File: src/rtl/fetch_unit_pkg.sv
// rtl/fetch_unit_pkg.sv - shared types and constants for the instruction fetch unit
package fetch_unit_pkg;

  typedef enum logic [1:0] {
    S_IDLE  = 2'd0,
    S_FETCH = 2'd1,
    S_VALID = 2'd2
  } fetch_state_e;

  localparam logic [31:0] RESET_PC_DEFAULT = 32'h0000_0000;
  localparam logic [31:0] PC_INCR          = 32'd4;

  localparam int OP_MSB     = 31;
  localparam int OP_LSB     = 26;
  localparam int FUNCT_MSB  = 5;
  localparam int FUNCT_LSB  = 0;
  localparam int IMM_MSB    = 15;
  localparam int IMM_LSB    = 0;
  localparam int TARGET_MSB = 25;
  localparam int TARGET_LSB = 0;

  // Word-aligned, sign-extended branch displacement.
  function automatic logic [31:0] branch_offset(input logic [15:0] imm);
    return {{14{imm[15]}}, imm, 2'b00};
  endfunction

endpackage

File: src/rtl/fetch_nextpc.sv
// rtl/fetch_nextpc.sv - combinational next-PC selection: jr > jump/jal > branch > sequential
module fetch_nextpc
  import fetch_unit_pkg::*;
(
  input  logic [31:0] pc_plus4,
  input  logic [31:0] instr,
  input  logic [31:0] rs_data,
  input  logic        pcsrc,
  input  logic        jump,
  input  logic        jal,
  input  logic        jr,
  output logic [31:0] next_pc
);

  logic unused_bits;
  assign unused_bits = ^{rs_data[1:0], instr[OP_MSB:OP_LSB]};

  always_comb begin
    next_pc = pc_plus4;
    if (jr) begin
      next_pc = {rs_data[31:2], 2'b00};
    end else if (jump || jal) begin
      next_pc = {pc_plus4[31:28], instr[TARGET_MSB:TARGET_LSB], 2'b00};
    end else if (pcsrc) begin
      next_pc = pc_plus4 + branch_offset(instr[IMM_MSB:IMM_LSB]);
    end
  end

endmodule

File: src/rtl/fetch_unit.sv
// rtl/fetch_unit.sv - three-state instruction fetch FSM with PC update on retire
// Optional FETCH_TIMEOUT_EN adds a sticky fetch_timeout flag after TIMEOUT_CYC ack-less wait cycles.
module fetch_unit
  import fetch_unit_pkg::*;
#(
  parameter logic [31:0] RESET_PC    = RESET_PC_DEFAULT,
  parameter int          TIMEOUT_CYC = 16
) (
  input  logic        clk,
  input  logic        reset_n,
  output logic        imem_req,
  output logic [31:0] imem_addr,
  input  logic        imem_ack,
  input  logic [31:0] imem_rdata,
  output logic [31:0] instr,
  output logic        instr_valid,
  input  logic        stall,
  input  logic        pcsrc,
  input  logic        jump,
  input  logic        jal,
  input  logic        jr,
  input  logic [31:0] rs_data,
  output logic [31:0] pc,
  output logic [31:0] pc_plus4
`ifdef FETCH_TIMEOUT_EN
  ,
  output logic        fetch_timeout
`endif
);

  fetch_state_e state_q;
  logic [31:0]  pc_q;
  logic [31:0]  instr_q;
  logic         req_q;
  logic         valid_q;
  logic [31:0]  pc_plus4_d;
  logic [31:0]  next_pc_d;

  assign pc_plus4_d  = pc_q + PC_INCR;
  assign pc          = pc_q;
  assign pc_plus4    = pc_plus4_d;
  assign imem_addr   = pc_q;
  assign imem_req    = req_q;
  assign instr       = instr_q;
  assign instr_valid = valid_q;

  fetch_nextpc u_nextpc (
    .pc_plus4 (pc_plus4_d),
    .instr    (instr_q),
    .rs_data  (rs_data),
    .pcsrc    (pcsrc),
    .jump     (jump),
    .jal      (jal),
    .jr       (jr),
    .next_pc  (next_pc_d)
  );

  // req/valid are registered alongside the state so they track it exactly.
  always_ff @(posedge clk or negedge reset_n) begin
    if (!reset_n) begin
      state_q <= S_IDLE;
      pc_q    <= RESET_PC;
      instr_q <= '0;
      req_q   <= 1'b0;
      valid_q <= 1'b0;
    end else begin
      case (state_q)
        S_IDLE: begin
          state_q <= S_FETCH;
          req_q   <= 1'b1;
          valid_q <= 1'b0;
        end
        S_FETCH: begin
          if (imem_ack) begin
            instr_q <= imem_rdata;
            state_q <= S_VALID;
            req_q   <= 1'b0;
            valid_q <= 1'b1;
          end
        end
        S_VALID: begin
          if (!stall) begin
            pc_q    <= next_pc_d;
            state_q <= S_FETCH;
            req_q   <= 1'b1;
            valid_q <= 1'b0;
          end
        end
        default: begin
          state_q <= S_IDLE;
          req_q   <= 1'b0;
          valid_q <= 1'b0;
        end
      endcase
    end
  end

`ifdef FETCH_TIMEOUT_EN
  localparam int CW = $clog2(TIMEOUT_CYC + 1);

  logic [CW-1:0] wait_cnt_q;
  logic          timeout_q;

  assign fetch_timeout = timeout_q;

  // Counter saturates at TIMEOUT_CYC; the flag only clears on reset.
  always_ff @(posedge clk or negedge reset_n) begin
    if (!reset_n) begin
      wait_cnt_q <= '0;
      timeout_q  <= 1'b0;
    end else if ((state_q == S_FETCH) && !imem_ack) begin
      if (wait_cnt_q != CW'(TIMEOUT_CYC)) begin
        wait_cnt_q <= wait_cnt_q + 1'b1;
      end
      if (wait_cnt_q == CW'(TIMEOUT_CYC - 1)) begin
        timeout_q <= 1'b1;
      end
    end else begin
      wait_cnt_q <= '0;
    end
  end
`else
  localparam int unused_timeout_cyc = TIMEOUT_CYC;
`endif

endmodule

File: config.mk
export PLATFORM = sky130hd
export DESIGN_NAME = fetch_unit
export DESIGN_NICKNAME = d
export VERILOG_FILES = /design/src/rtl/fetch_unit_pkg.sv /design/src/rtl/fetch_nextpc.sv /design/src/rtl/fetch_unit.sv
export SDC_FILE = /design/constraint.sdc
export NUM_CORES = 1
export LEC_CHECK = 0
export BUFFER_PORTS_ARGS = -buffer_cell sky130_fd_sc_hd__buf_4
export CORE_MARGIN = 3
export CORE_UTILIZATION = 55
export DETAILED_ROUTE_END_ITERATION = 10
export GPL_ROUTABILITY_DRIVEN = 0
export PLACE_DENSITY = 0.86
export SLEW_MARGIN = 20
export SYNTH_ARGS = -nofsm -noshare
export SYNTH_HDL_FRONTEND = slang
export SYNTH_SLANG_ARGS = --single-unit
File: constraint.sdc
create_clock -name clk -period 9.5 [get_ports clk]
set_input_delay 0.475 -clock clk [delete_from_list [all_inputs] [get_ports clk]]
set_output_delay 0.475 -clock clk [all_outputs]
set_load 0.01 [all_outputs]
# ---- Word-level counts from Yosys, hierarchy flattened
# Index checks and enable logic that the tools add are counted.
dict set report totals {
  ff_bits 68
  inputBits 72
  out_inout_bits 130
  wordCells 29
}
dict set report classes {
  n_addsub 2
  eq_ne 4
  n_mux 12
  bitwise_logic 1
  reduce_logical 5
}
# operator n
set ops {}
lappend ops {{$mux W32} 3}
lappend ops {{$add A32 B3 Y32 const B} 1}
lappend ops {{$add A32 B32 Y32} 1}
lappend ops {{$pmux W2 S3} 1}
lappend ops {{$reduce_and A2 Y1} 3}
lappend ops {{$mux W1} 4}
lappend ops {{$mux W2} 2}
lappend ops {{$ne A2 B2 Y1 const B} 2}
lappend ops {{$pmux W1 S3} 1}
lappend ops {{$eq A2 B1 Y1 const B} 1}
lappend ops {{$eq A2 B2 Y1 const B} 1}
lappend ops {{$logic_not A2 Y1} 1}
lappend ops {{$pmux W1 S2} 1}
lappend ops {{$logic_or A1 B1 Y1} 1}
lappend ops {{$not A1 Y1} 1}

# ---- Depth between registers and ports, before layout
dict set report logic_depth {
  ltp_word 5
  ltp_mapped 18
  mapped_depth_nobuf 18
}

# ---- Hierarchy
# Synthesis repeated with hierarchy kept, for this count alone.
dict set report hier_totals {
  hier_cells 646
  hier_area_um2 5689.2
}
# mod n_inst cells_each area_each_um2 seq_area_each_um2
set modules_own_cells {}
lappend modules_own_cells {fetch_unit 1 264 3308.2 1676.6}
lappend modules_own_cells {fetch_nextpc 1 382 2381.0 0.0}

# ---- Least setup slack after synthesis
# Ideal clock, no wire load.
dict set report synth_path {
  kind {register to register}
  startpoint {reg pc_q[2] (netlist: imem_addr[2])}
  endpoint {reg pc_q[29] (netlist: imem_addr[29])}
  setup_time_ps 95
  t_arrival_ps 4055
  required_time_ps 9405
  setup_slack_ps 5349
  stages_incl_launch_ff 18
  n_path_buf 0
  period_less_slack_ps 4151
  path_cell_list {dfrtp_1 -> ha_1 -> nand4_1 -> or2_2 -> nor2_1 -> nand3_1 -> xnor2_1 -> ha_1 -> a21o_1 -> a21o_1 -> a21oi_1 -> o21ai_0 -> a31oi_4 -> nor3_2 -> or3b_4 -> a2111oi_4 -> a311oi_1 -> o31ai_1}
}
dict set report synth_between {
  elab_chain_len 5
}
# item line
set synth_lines {}
lappend synth_lines {{start: declaration} fetch_unit.sv:32} ;# logic [31:0] pc_q;
lappend synth_lines {{start signal: assignment} fetch_unit.sv:83} ;# pc_q <= next_pc_d;
lappend synth_lines {{$add A32 B3 Y32} fetch_unit.sv:39} ;# assign pc_plus4_d = pc_q + PC_INCR;
lappend synth_lines {{net pc_plus4[18]} fetch_unit.sv:24} ;# output logic [31:0] pc_plus4
lappend synth_lines {{$add A32 B32 Y32} fetch_nextpc.sv:25} ;# next_pc = pc_plus4 + branch_offset(instr[IMM_MSB:IMM_LSB]);
lappend synth_lines {{$mux W32} fetch_nextpc.sv:24} ;# end else if (pcsrc) begin
lappend synth_lines {{$mux W32} fetch_nextpc.sv:22} ;# end else if (jump || jal) begin
lappend synth_lines {{$mux W32} fetch_nextpc.sv:20} ;# if (jr) begin
# The timed path passes the listed nets, and every way through them passes these cells.
# A chain may end at the register's enable or synchronous reset.

# ---- Worst setup path after layout
dict set report layout_path {
  startpoint {reg pc_q[2] (netlist: imem_addr[2])}
  endpoint {reg pc_q[29] (netlist: imem_addr[29])}
}
dict set report layout_between {
  elab_chain_len 5
}
# item line
set layout_lines {}
lappend layout_lines {{$add A32 B3 Y32 *} fetch_unit.sv:39}
lappend layout_lines {{$add A32 B32 Y32} fetch_nextpc.sv:25}
lappend layout_lines {{$mux W32} fetch_nextpc.sv:24}
lappend layout_lines {{$mux W32 *} fetch_nextpc.sv:22}
lappend layout_lines {{$mux W32 *} fetch_nextpc.sv:20}
# Mark *: on every way between the ends. The rest lies on a longest branch, timed or not.

==> results.yml <==
route:
  first_iter_violations: 393
  firstDrtPassIters: 6
  viasPerCell: 6.16
  via_count: 5620
  routed_wirelength_um: 17900
  drc: 0
  avgRoutedWirePerCell_um: 19.6
  ant_nets: 0
grt:
  grt_pass1_wl_um: 28300
  grt_pass1_vias: 5656
  grt.overflow.total: 0
  grtUsageTotal_pct: 31.5
  grt_antenna_before_repair: 0
  grt_max_degree: 65
clock_network:
  cts_hold_buffers: 0
  cts_buffers: 9
  cts-resized-gates: 0
  cts_tree: "done"
  path_clk_slew_ns: 0.09
  postCtsSetupBuffers: 0
  cts_buffer_depth: 2
  clockRootBuffer: "clkbuf_8"
  htreeDepth: 3
  cts_sinks: 64
  insertion_delay_ns: 0.36
power_and_ir_drop:
  peakVddDrop_v: 0.000224
  seqPwrFrac_pct: 21.4
  pwr-share-clk_pct: 9.7
  power.leakage_nw: 3.26
  power.switching_mw: 1.38
  swShare_pct: 47.7
  cell_internal_pwr_mw: 1.51
  powerDensity_mw_per_mm2: 417
  comb_power_share_pct: 68.9
sta:
  maxSlewViolCount: 0
  clock.fmax_mhz: 201
  relSlewSlack_pct: 25.4
  skew_ns: 0.0155
  hold_violations: 0
  worst_pin_slew_ns: 1.12
  fin_hold_ws_ns: 0.224
  period_needed_ns: 4.97
  setup_viol: 0
  tns_ns: 0
  rsz0062_at_grt: "false"
  fin_crit_sh_pct: 52.3
floorplan:
  ios: 202
  start_util_pct: 57.6
  die_area_mm2: 0.0110
  coreArea_mm2: 0.00937
  rows: 35
  fp.dieH_um: 105
  die_x_um: 105
setup_path:
  rrSetupSlack_ns: 4.53
  crit_type: "reg2reg"
  end_kind: "register"
  critPathArrivalTime_ns: 5.25
  crit_path_start_kind: "register"
  path_max_fanout: 7
  slowest_stage: "dfrtp_1"
  crit_required_ns: 9.78
  cpPeakStageDelay_ns: 0.51
  crit_path_cell_trace: "ha_1 > nand4_1 > or2_2 > nor2_1 > nand3_1 > xnor2_1 > ha_1 > a21o_1 > a21o_1 > a21oi_1 > o21ai_0 > a31oi_4 > nor3_2 > or3b_4 > a2111oi_4 > a311oi_1 > o31ai_1"
synth:
  syn_area_mm2: 0.00540
  ys.flop_type: "dfrtp_1"
  synth_edf_count: 0
  synth_top_cell_by_area: "dfrtp_1"
  avgSynthCellArea_um2: 8.61
  async_flop_share_pct: 100
  synth-seq-area-share_pct: 29.7
  yosysWarnings: 0
  synthTopCellsByArea: "dfrtp_1 30%, ha_1 8.3%, mux2_2 6.7%, xnor2_1 5.4%, buf_4 5.0%"
  synth.top_cell.area_share_pct: 29.7
  synth.distinct_cells: 62
  synth-seq-cells: 64
  syn_inst: 627
outcome:
  status: "complete, no violations"
final_layout:
  drive_gt1_share_pct: 33.2
  most-common-layout-cells: "196 x buf_4, 64 x dfrtp_1, 61 x nand2_1"
  n_antenna_cell: 0
  nFillCells: 729
  fin_nets: 888
  syn_to_final_growth_pct: 28.3
  layout_commonest_cell: "buf_4"
placed_design:
  io_buffers: 193
  dp_hpwl_um: 12800
min_path:
  min_path_type: "in2async"
run:
  maxCapViolCount: 0
[critical path: cells and delay by family (launching register included)]
| family | cells | cell delay [ns] |
|---|---|---|
| AO/OA/AOI/OAI | 8 | 1.66 |
| XOR/XNOR | 1 | 0.29 |
| adder cells (fa/ha/maj) | 2 | 0.71 |
| flip-flops | 1 | 0.51 |
| AND/OR/NAND/NOR | 6 | 1.72 |
[Yosys cell counts, types with 2 or more instances]
cell type  count
o31ai_1        6
o21bai_1       3
nand3b_1       2
a21o_2         2
a221o_1        5
ha_1          36
a21oi_1       51
nand2_1       61
nor4_1         2
o21a_1         2
buf_4         36
a311oi_1       4
a221oi_1       5
nor3_1        14
xor2_1        17
nand3_1       21
a21o_1        17
o211ai_1       4
o22ai_1        2
and2_1         4
xnor2_1       33
nand2b_1       2
a21boi_0       2
a211oi_1      13
o221ai_1       5
o32ai_1        2
a32oi_1        2
inv_1         10
and4_1         2
nand4_1        6
nor2b_1        2
clkbuf_1      22
nor2_1        52
and3_1         9
a31oi_1        3
nor3b_1        4
o21ai_0       40
mux2_2        32
or2_2          3
mux2i_1        4
dfrtp_1       64
[power by group through the flow]
stage | logic [mW] | clock network, mW | registers [mW]
after floorplan | 1.29 | 0 | 0.621
after global placement | 1.87 | 0 | 0.602
after detailed placement | 1.94 | 0 | 0.614
after CTS | 1.96 | 0.282 | 0.612
after global routing | 2.16 | 0.294 | 0.639
final | 1.99 | 0.282 | 0.618
[stage by stage]
stage | setup WS (ns) | std cells | instance area (um2) | power, mW | utilization, %
detailed placement | 4.62 | 897 | 6700 | 2.55 | 71.5
global route | 4.34 | 913 | 6930 | 3.09 | 73.9
CTS | 4.63 | 913 | 6930 | 2.86 | 73.9
global placement | 4.86 | 897 | 6700 | 2.47 | 71.5
floorplan | 5.35 | 632 | 5420 | 1.91 | -
finish | 4.53 | 913 | 6930 | 2.89 | 73.9
[path summary, 6_finish.rpt]
check | startpoint | to | depth (start not counted)
max in group asynchronous | reset_n | imem_addr[17] | 1
hold reg to reg | instr[26] | instr[26] | 1
hold / removal | reset_n | instr[27] | 1
min in group clk | imem_rdata[2] | instr[2] | 2
setup reg to reg | imem_addr[2] | imem_addr[29] | 17
setup / recovery | imem_addr[2] | imem_addr[29] | 17
[kinds of logic (layout without fill, tap and decap cells)]
logic type / Yosys count / count (layout) / synth area share, %
AO/OA/AOI/OAI: 177 / 177 / 21.9
AND/OR/NAND/NOR: 192 / 192 / 16.7
other: 1 / 6 / 0.0694
multiplexers: 36 / 36 / 7.41
flip-flops: 64 / 64 / 29.7
adder cells (fa/ha/maj): 37 / 37 / 8.71
XOR/XNOR: 50 / 50 / 8.11
buffers and inverters: 70 / 222 / 7.39
[flip-flops by register name (all words and copies together), names as in the netlist]
name and cells:
instr 32, imem_addr 30, imem_req 1, instr_valid 1
[per-layer routing]
| layer | wire, um | part of all wire [%] | GRT usage [%] | up-vias |
|---|---|---|---|---|
| li1 | - | - | - | 2543 |
| met5 | 0 | 0 | 0 | - |
| met1 | 6810 | 38 | 38.7 | 2647 |
| met2 | 8830 | 49 | 53.3 | 374 |
| met4 | 534 | 3.0 | 14.2 | 0 |
| met3 | 1740 | 9.7 | 6.42 | 56 |
[layout make-up]
type / instances / area (um2) / share of cell area (%)
clock buffers: 10 / 138 / 1.99
clock inverters: 6 / 91.3 / 1.32
inverters: 10 / 37.5 / 0.542
multi-input cells: 498 / 3430 / 49.5
flip-flops and latches: 64 / 1600 / 23.1
well taps: 129 / 161 / 2.33
repair buffers: 196 / 1470 / 21.2
(Power assumes the default switching activity.)
